File: config.mk
export PLATFORM = sky130hd
export DESIGN_NAME = oper_b_pipe
export DESIGN_NICKNAME = d
export VERILOG_FILES = /design/src/rtl/oper_b_pipe.sv
export SDC_FILE = /design/constraint.sdc
export NUM_CORES = 1
export LEC_CHECK = 0
export BUFFER_PORTS_ARGS = -buffer_cell sky130_fd_sc_hd__buf_2
export CORE_ASPECT_RATIO = 0.6
export CORE_UTILIZATION = 49
export CTS_CLUSTER_DIAMETER = 150
export DETAILED_ROUTE_END_ITERATION = 8
export MAX_ROUTING_LAYER = met4
export PLACE_DENSITY = 0.79
export SYNTH_ARGS = -nofsm -noshare
export SYNTH_HDL_FRONTEND = slang
export SYNTH_SLANG_ARGS = --single-unit
File: constraint.sdc
create_clock -name clk -period 2.3 [get_ports clk]
set_clock_uncertainty 0.1 [all_clocks]
set_input_delay 0.115 -clock clk [delete_from_list [all_inputs] [get_ports clk]]
set_output_delay 0.115 -clock clk [all_outputs]
set_load 0.02 [all_outputs]
File: src/rtl/oper_b_pipe.sv
`default_nettype none
// ============================================================================
// Module   : oper_b_pipe
// Purpose  : Operand-B source select stage. Picks operand B from the
//            register file, an extended immediate or one of NUM_FWD
//            forwarding channels, then buffers it in a two-entry
//            (output + skid) valid/ready pipeline register.
// Ports    : clk, rst                 - clock, async active-high reset
//            in_valid / in_ready      - upstream handshake
//            dat_b, immediate,
//            imm_signed, sel_oper_b,
//            fwd_data                 - operand sources and select
//            out_valid / out_ready    - downstream handshake
//            output_b, sel_error      - selected operand, bad-select flag
// Revision : 1.0 - initial release
// ============================================================================
module oper_b_pipe #(
  parameter int WIDTH   = 32,
  parameter int IMM_W   = 16,
  parameter int NUM_FWD = 2,
  localparam int SEL_W  = $clog2(NUM_FWD + 2)
) (
  input  logic                     clk,
  input  logic                     rst,
  input  logic                     in_valid,
  output logic                     in_ready,
  input  logic [WIDTH-1:0]         dat_b,
  input  logic [IMM_W-1:0]         immediate,
  input  logic                     imm_signed,
  input  logic [SEL_W-1:0]         sel_oper_b,
  input  logic [NUM_FWD*WIDTH-1:0] fwd_data,
  output logic                     out_valid,
  input  logic                     out_ready,
  output logic [WIDTH-1:0]         output_b,
  output logic                     sel_error
);

  // --------------------------------------------------------------------------
  // Source selection (combinational, captured on acceptance)
  // --------------------------------------------------------------------------
  logic [WIDTH-1:0] imm_fill;
  logic [WIDTH-1:0] ext_imm;
  logic [WIDTH-1:0] sel_data;
  logic             sel_err;

  // The fill pattern is shifted above the raw field; when IMM_W equals WIDTH
  // the shift pushes every fill bit out and no extension takes place.
  assign imm_fill = (imm_signed && immediate[IMM_W-1]) ? {WIDTH{1'b1}} : {WIDTH{1'b0}};
  assign ext_imm  = (imm_fill << IMM_W) | WIDTH'(immediate);

  always_comb begin
    sel_data = '0;
    sel_err  = 1'b1;
    if (sel_oper_b == SEL_W'(0)) begin
      sel_data = dat_b;
      sel_err  = 1'b0;
    end else if (sel_oper_b == SEL_W'(1)) begin
      sel_data = ext_imm;
      sel_err  = 1'b0;
    end else begin
      for (int k = 0; k < NUM_FWD; k++) begin
        if (sel_oper_b == SEL_W'(k + 2)) begin
          sel_data = fwd_data[k*WIDTH +: WIDTH];
          sel_err  = 1'b0;
        end
      end
    end
  end

  // --------------------------------------------------------------------------
  // Output + skid registers
  // --------------------------------------------------------------------------
  logic             out_valid_q,  out_valid_d;
  logic [WIDTH-1:0] out_data_q,   out_data_d;
  logic             out_err_q,    out_err_d;
  logic             skid_valid_q, skid_valid_d;
  logic [WIDTH-1:0] skid_data_q,  skid_data_d;
  logic             skid_err_q,   skid_err_d;

  logic accept;
  logic retire;

  // Ready depends only on the skid flag, so out_ready never reaches in_ready.
  assign accept = in_valid && !skid_valid_q;
  assign retire = out_valid_q && out_ready;

  always_comb begin
    out_valid_d  = out_valid_q;
    out_data_d   = out_data_q;
    out_err_d    = out_err_q;
    skid_valid_d = skid_valid_q;
    skid_data_d  = skid_data_q;
    skid_err_d   = skid_err_q;

    if (!out_valid_q || retire) begin
      if (skid_valid_q) begin
        // Skid drains into OUT; accept is blocked because in_ready is low.
        out_valid_d  = 1'b1;
        out_data_d   = skid_data_q;
        out_err_d    = skid_err_q;
        skid_valid_d = 1'b0;
      end else begin
        out_valid_d = accept;
        // Data is only overwritten by a new beat, so an empty OUT keeps
        // showing the last retired value.
        if (accept) begin
          out_data_d = sel_data;
          out_err_d  = sel_err;
        end
      end
    end else if (accept) begin
      skid_valid_d = 1'b1;
      skid_data_d  = sel_data;
      skid_err_d   = sel_err;
    end
  end

  always_ff @(posedge clk or posedge rst) begin
    if (rst) begin
      out_valid_q  <= 1'b0;
      out_data_q   <= '0;
      out_err_q    <= 1'b0;
      skid_valid_q <= 1'b0;
      skid_data_q  <= '0;
      skid_err_q   <= 1'b0;
    end else begin
      out_valid_q  <= out_valid_d;
      out_data_q   <= out_data_d;
      out_err_q    <= out_err_d;
      skid_valid_q <= skid_valid_d;
      skid_data_q  <= skid_data_d;
      skid_err_q   <= skid_err_d;
    end
  end

  // Gating with rst keeps the stage closed for the whole reset pulse even
  // though the cleared skid flag alone would already read as ready.
  assign in_ready  = !skid_valid_q && !rst;
  assign out_valid = out_valid_q;
  assign output_b  = out_data_q;
  assign sel_error = out_err_q;

endmodule
`default_nettype wire
==> flow_summary.yaml <==
synth:
  synth.largest_area_cell: "dfrtp_1"
  synth_top_area_frac: 0.451
  synth_cells: 326
  synth_area_leaders: "dfrtp_1 45%, mux4_2 9.6%, mux2_2 9.3%, o21ai_0 4.4%, a21bo_2 4.2%"
  synth_area_mm2: 0.00377
  ys_seq_elements: 68
  yosysWarnings: 0
  synth_nets: 445
  syn_area_per_cell_um2: 11.6
  ys_types: 27
  seq_area_frac_synth: 0.451
layout:
  layout-area-overhead-vs-synth_pct: 29.9
  drive_above_1_share: 0.545
  layout.nets: 587
  diodes: 0
placed_design:
  dpl.hpwl_um: 7000
  dp_slack_ns: 0.173
  place.gp.congestion: 0.795
  port_buffers: 153
detailed_routing:
  dr_total_vias: 3229
  viasPerCell: 5.60
  wirelength_um: 9870
  drt-wirelength-per-cell_um: 17.1
  drt.antenna.violating_nets: 0
  dr.pass1.iters: 6
  drtIter0Drc: 191
  drc: 0
die:
  core_area_mm2: 0.00736
  die_area_mm2: 0.00806
  fp.dieW_um: 115
  floorplan.die.height_um: 69.9
  start_util: 0.512
  ios: 154
  num_rows: 24
grt:
  antenna_found_initial: 0
  grt_pass1_vias: 3263
  grt_usage: 0.274
  grt_overflow_total: 0
  grt_pass1_wl_um: 16200
  grt_max_degree: 50
setup_path:
  crit_required_ns: 2.38
  crit_slowest_cell: "or3_1"
  critPathCaptureType: "flip-flop"
  crit_start: "skid_valid_q"
  path_cells: "nor2_1 -> or3_1 -> o211ai_1"
  critical_path_class: "reg -> reg"
  slowest_delay_ns: 0.70
  arrival_ns: 2.10
  crit_fanout: 20
  critPathLaunchType: "flip-flop"
  timing.rr.start: "skid_valid_q"
timing:
  tightest_slew_ns: 0.807
  relSlewSlack: 0.462
  clock.fmax_mhz: 496
  finalWorstSetupSlack_ns: 0.283
  grt_setup_unrepaired: "no"
  timing.final.crit_share: 0.877
  fin_tns_setup_ns: 0
  finalMaxSlewViolations: 0
  setup_viol: 0
  period_needed_ns: 2.02
  hold_viol: 0
power_and_ir_drop:
  p_leak_nw: 2.28
  ir_drop_v: 0.000414
  power-per-cell-area_mw_per_mm2: 838
clock_network:
  cts_tree: "built"
  clockRootBuffer: "clkbuf_16"
  clock_latency_ns: 0.33
  cts_inserted_buffers: 9
  path_clk_slew_ns: 0.05
  cts_buffer_depth: 2
  h-tree-depth: 3
  cts_num_sinks: 68
run:
  cap_violations: 0
status:
  status: "finished, final reports clean"
worst_hold_path:
  hp-start: "fwd_data[51]"
  hp-class: "in -> reg"
-- cell families after synthesis --
logic type | after synthesis | synth area share
AO/OA/AOI/OAI | 113 | 0.200
multiplexers | 64 | 0.234
flip-flops | 68 | 0.451
buffers and inverters | 35 | 0.0541
AND/OR/NAND/NOR | 46 | 0.0604
-- power breakdown --
group / leakage [nW] / switching [mW] / total (mW) / internal, mW
Clock: 0.149 / 0.500 / 1.39 / 0.894
Sequential: 0.813 / 0.162 / 1.64 / 1.48
Combinational: 1.32 / 0.591 / 1.07 / 0.480
-- layout by cell type (no fill, tap or decap) --
cell	n
dlygate4sd3_1	1
bufinv_16	1
mux4_2	16
clkbuf_16	9
mux2_2	31
buf_2	153
a21oi_1	32
buf_12	2
nand2_1	18
or2_2	1
clkbuf_1	1
dfrtp_1	67
inv_2	1
a21bo_2	16
o21ai_0	33
nor2_2	1
o22ai_1	16
and3b_1	1
buf_4	9
clkinvlp_4	1
clkbuf_8	2
nand3_1	17
nand4bb_2	1
clkinv_2	2
or3_1	1
dfrtp_2	1
and2_1	1
or2b_1	1
nor2b_4	1
o211ai_2	10
nor2_1	3
mux2i_1	16
mux2_1	1
o211ai_1	6
-- critical path: cells and delay by family, from the launching register on --
kind,cells,cell delay [ns]
flops,1,0.55
simple gates,2,1.02
compound gates,1,0.19
-- timing repair --
| action | 4_1_cts | 5_1_grt |
|---|---|---|
| setup buffers | 0 | 0 |
| setup endpoints to repair | 0 | 10 |
| endpoints found under the hold margin | 32 | 0 |
| hold buffers | 1 | 0 |
| resized for setup | 0 | 1 |
-- state kept, by name (all words and copies together) (netlist names) --
name          cells
sel_error         1
skid_err_q        1
skid_valid_q      1
output_b         32
out_valid         1
skid_data_q      32
-- per-layer routing --
metal / wire, um / global-route usage / share of wire
met1: 4430 / 0.374 / 0.45
met2: 4550 / 0.400 / 0.46
met3: 816 / 0.0885 / 0.083
met4: 80 / 0.0592 / 0.0081
met5: 0 / - / 0
-- final cells by class --
type                            count  area [um2]
Inverter                            1        3.75
Timing Repair Buffer              165         883
Sequential cell                    68        1700
Clock inverter                      4        47.5
Clock buffer                       12         256
Tap cell                          104         130
Fill cell                         570        2460
Multi-Input combinational cell    223        1870
-- cell usage after synthesis (all sizes together) --
master,instances
inv,1
o21ai,33
mux2,32
or3,1
or2,1
mux4,16
nand3,17
mux2i,16
clkbuf,13
nor2,4
and2,1
nand4bb,1
a21oi,32
dfrtp,68
nor2b,1
or2b,1
a21bo,16
o211ai,16
o22ai,16
nand2,18
buf,21
and3b,1
-- final timing paths --
kind,end,slack [ns],cells after the start
setup / recovery,output_b[25],0.28,3
hold / removal,output_b[19],0.12,4
setup reg to reg,output_b[25],0.28,3
hold reg to reg,skid_data_q[22],0.39,2
max in group asynchronous,skid_valid_q,1.01,4
min in group asynchronous,skid_data_q[14],0.34,3
-- through the flow --
step	total power, mW	hold WS [ns]	instances	instance area [um2]	utilization
floorplan	2.34	0.205	326	3770	-
CTS	4.12	0.125	577	4890	0.665
global placement	2.68	0.166	560	4580	0.622
global route	4.31	0.147	577	4900	0.665
finish	4.10	0.125	577	4900	0.665
detailed placement	2.73	0.173	560	4580	0.622
(Power assumes the default switching activity.)
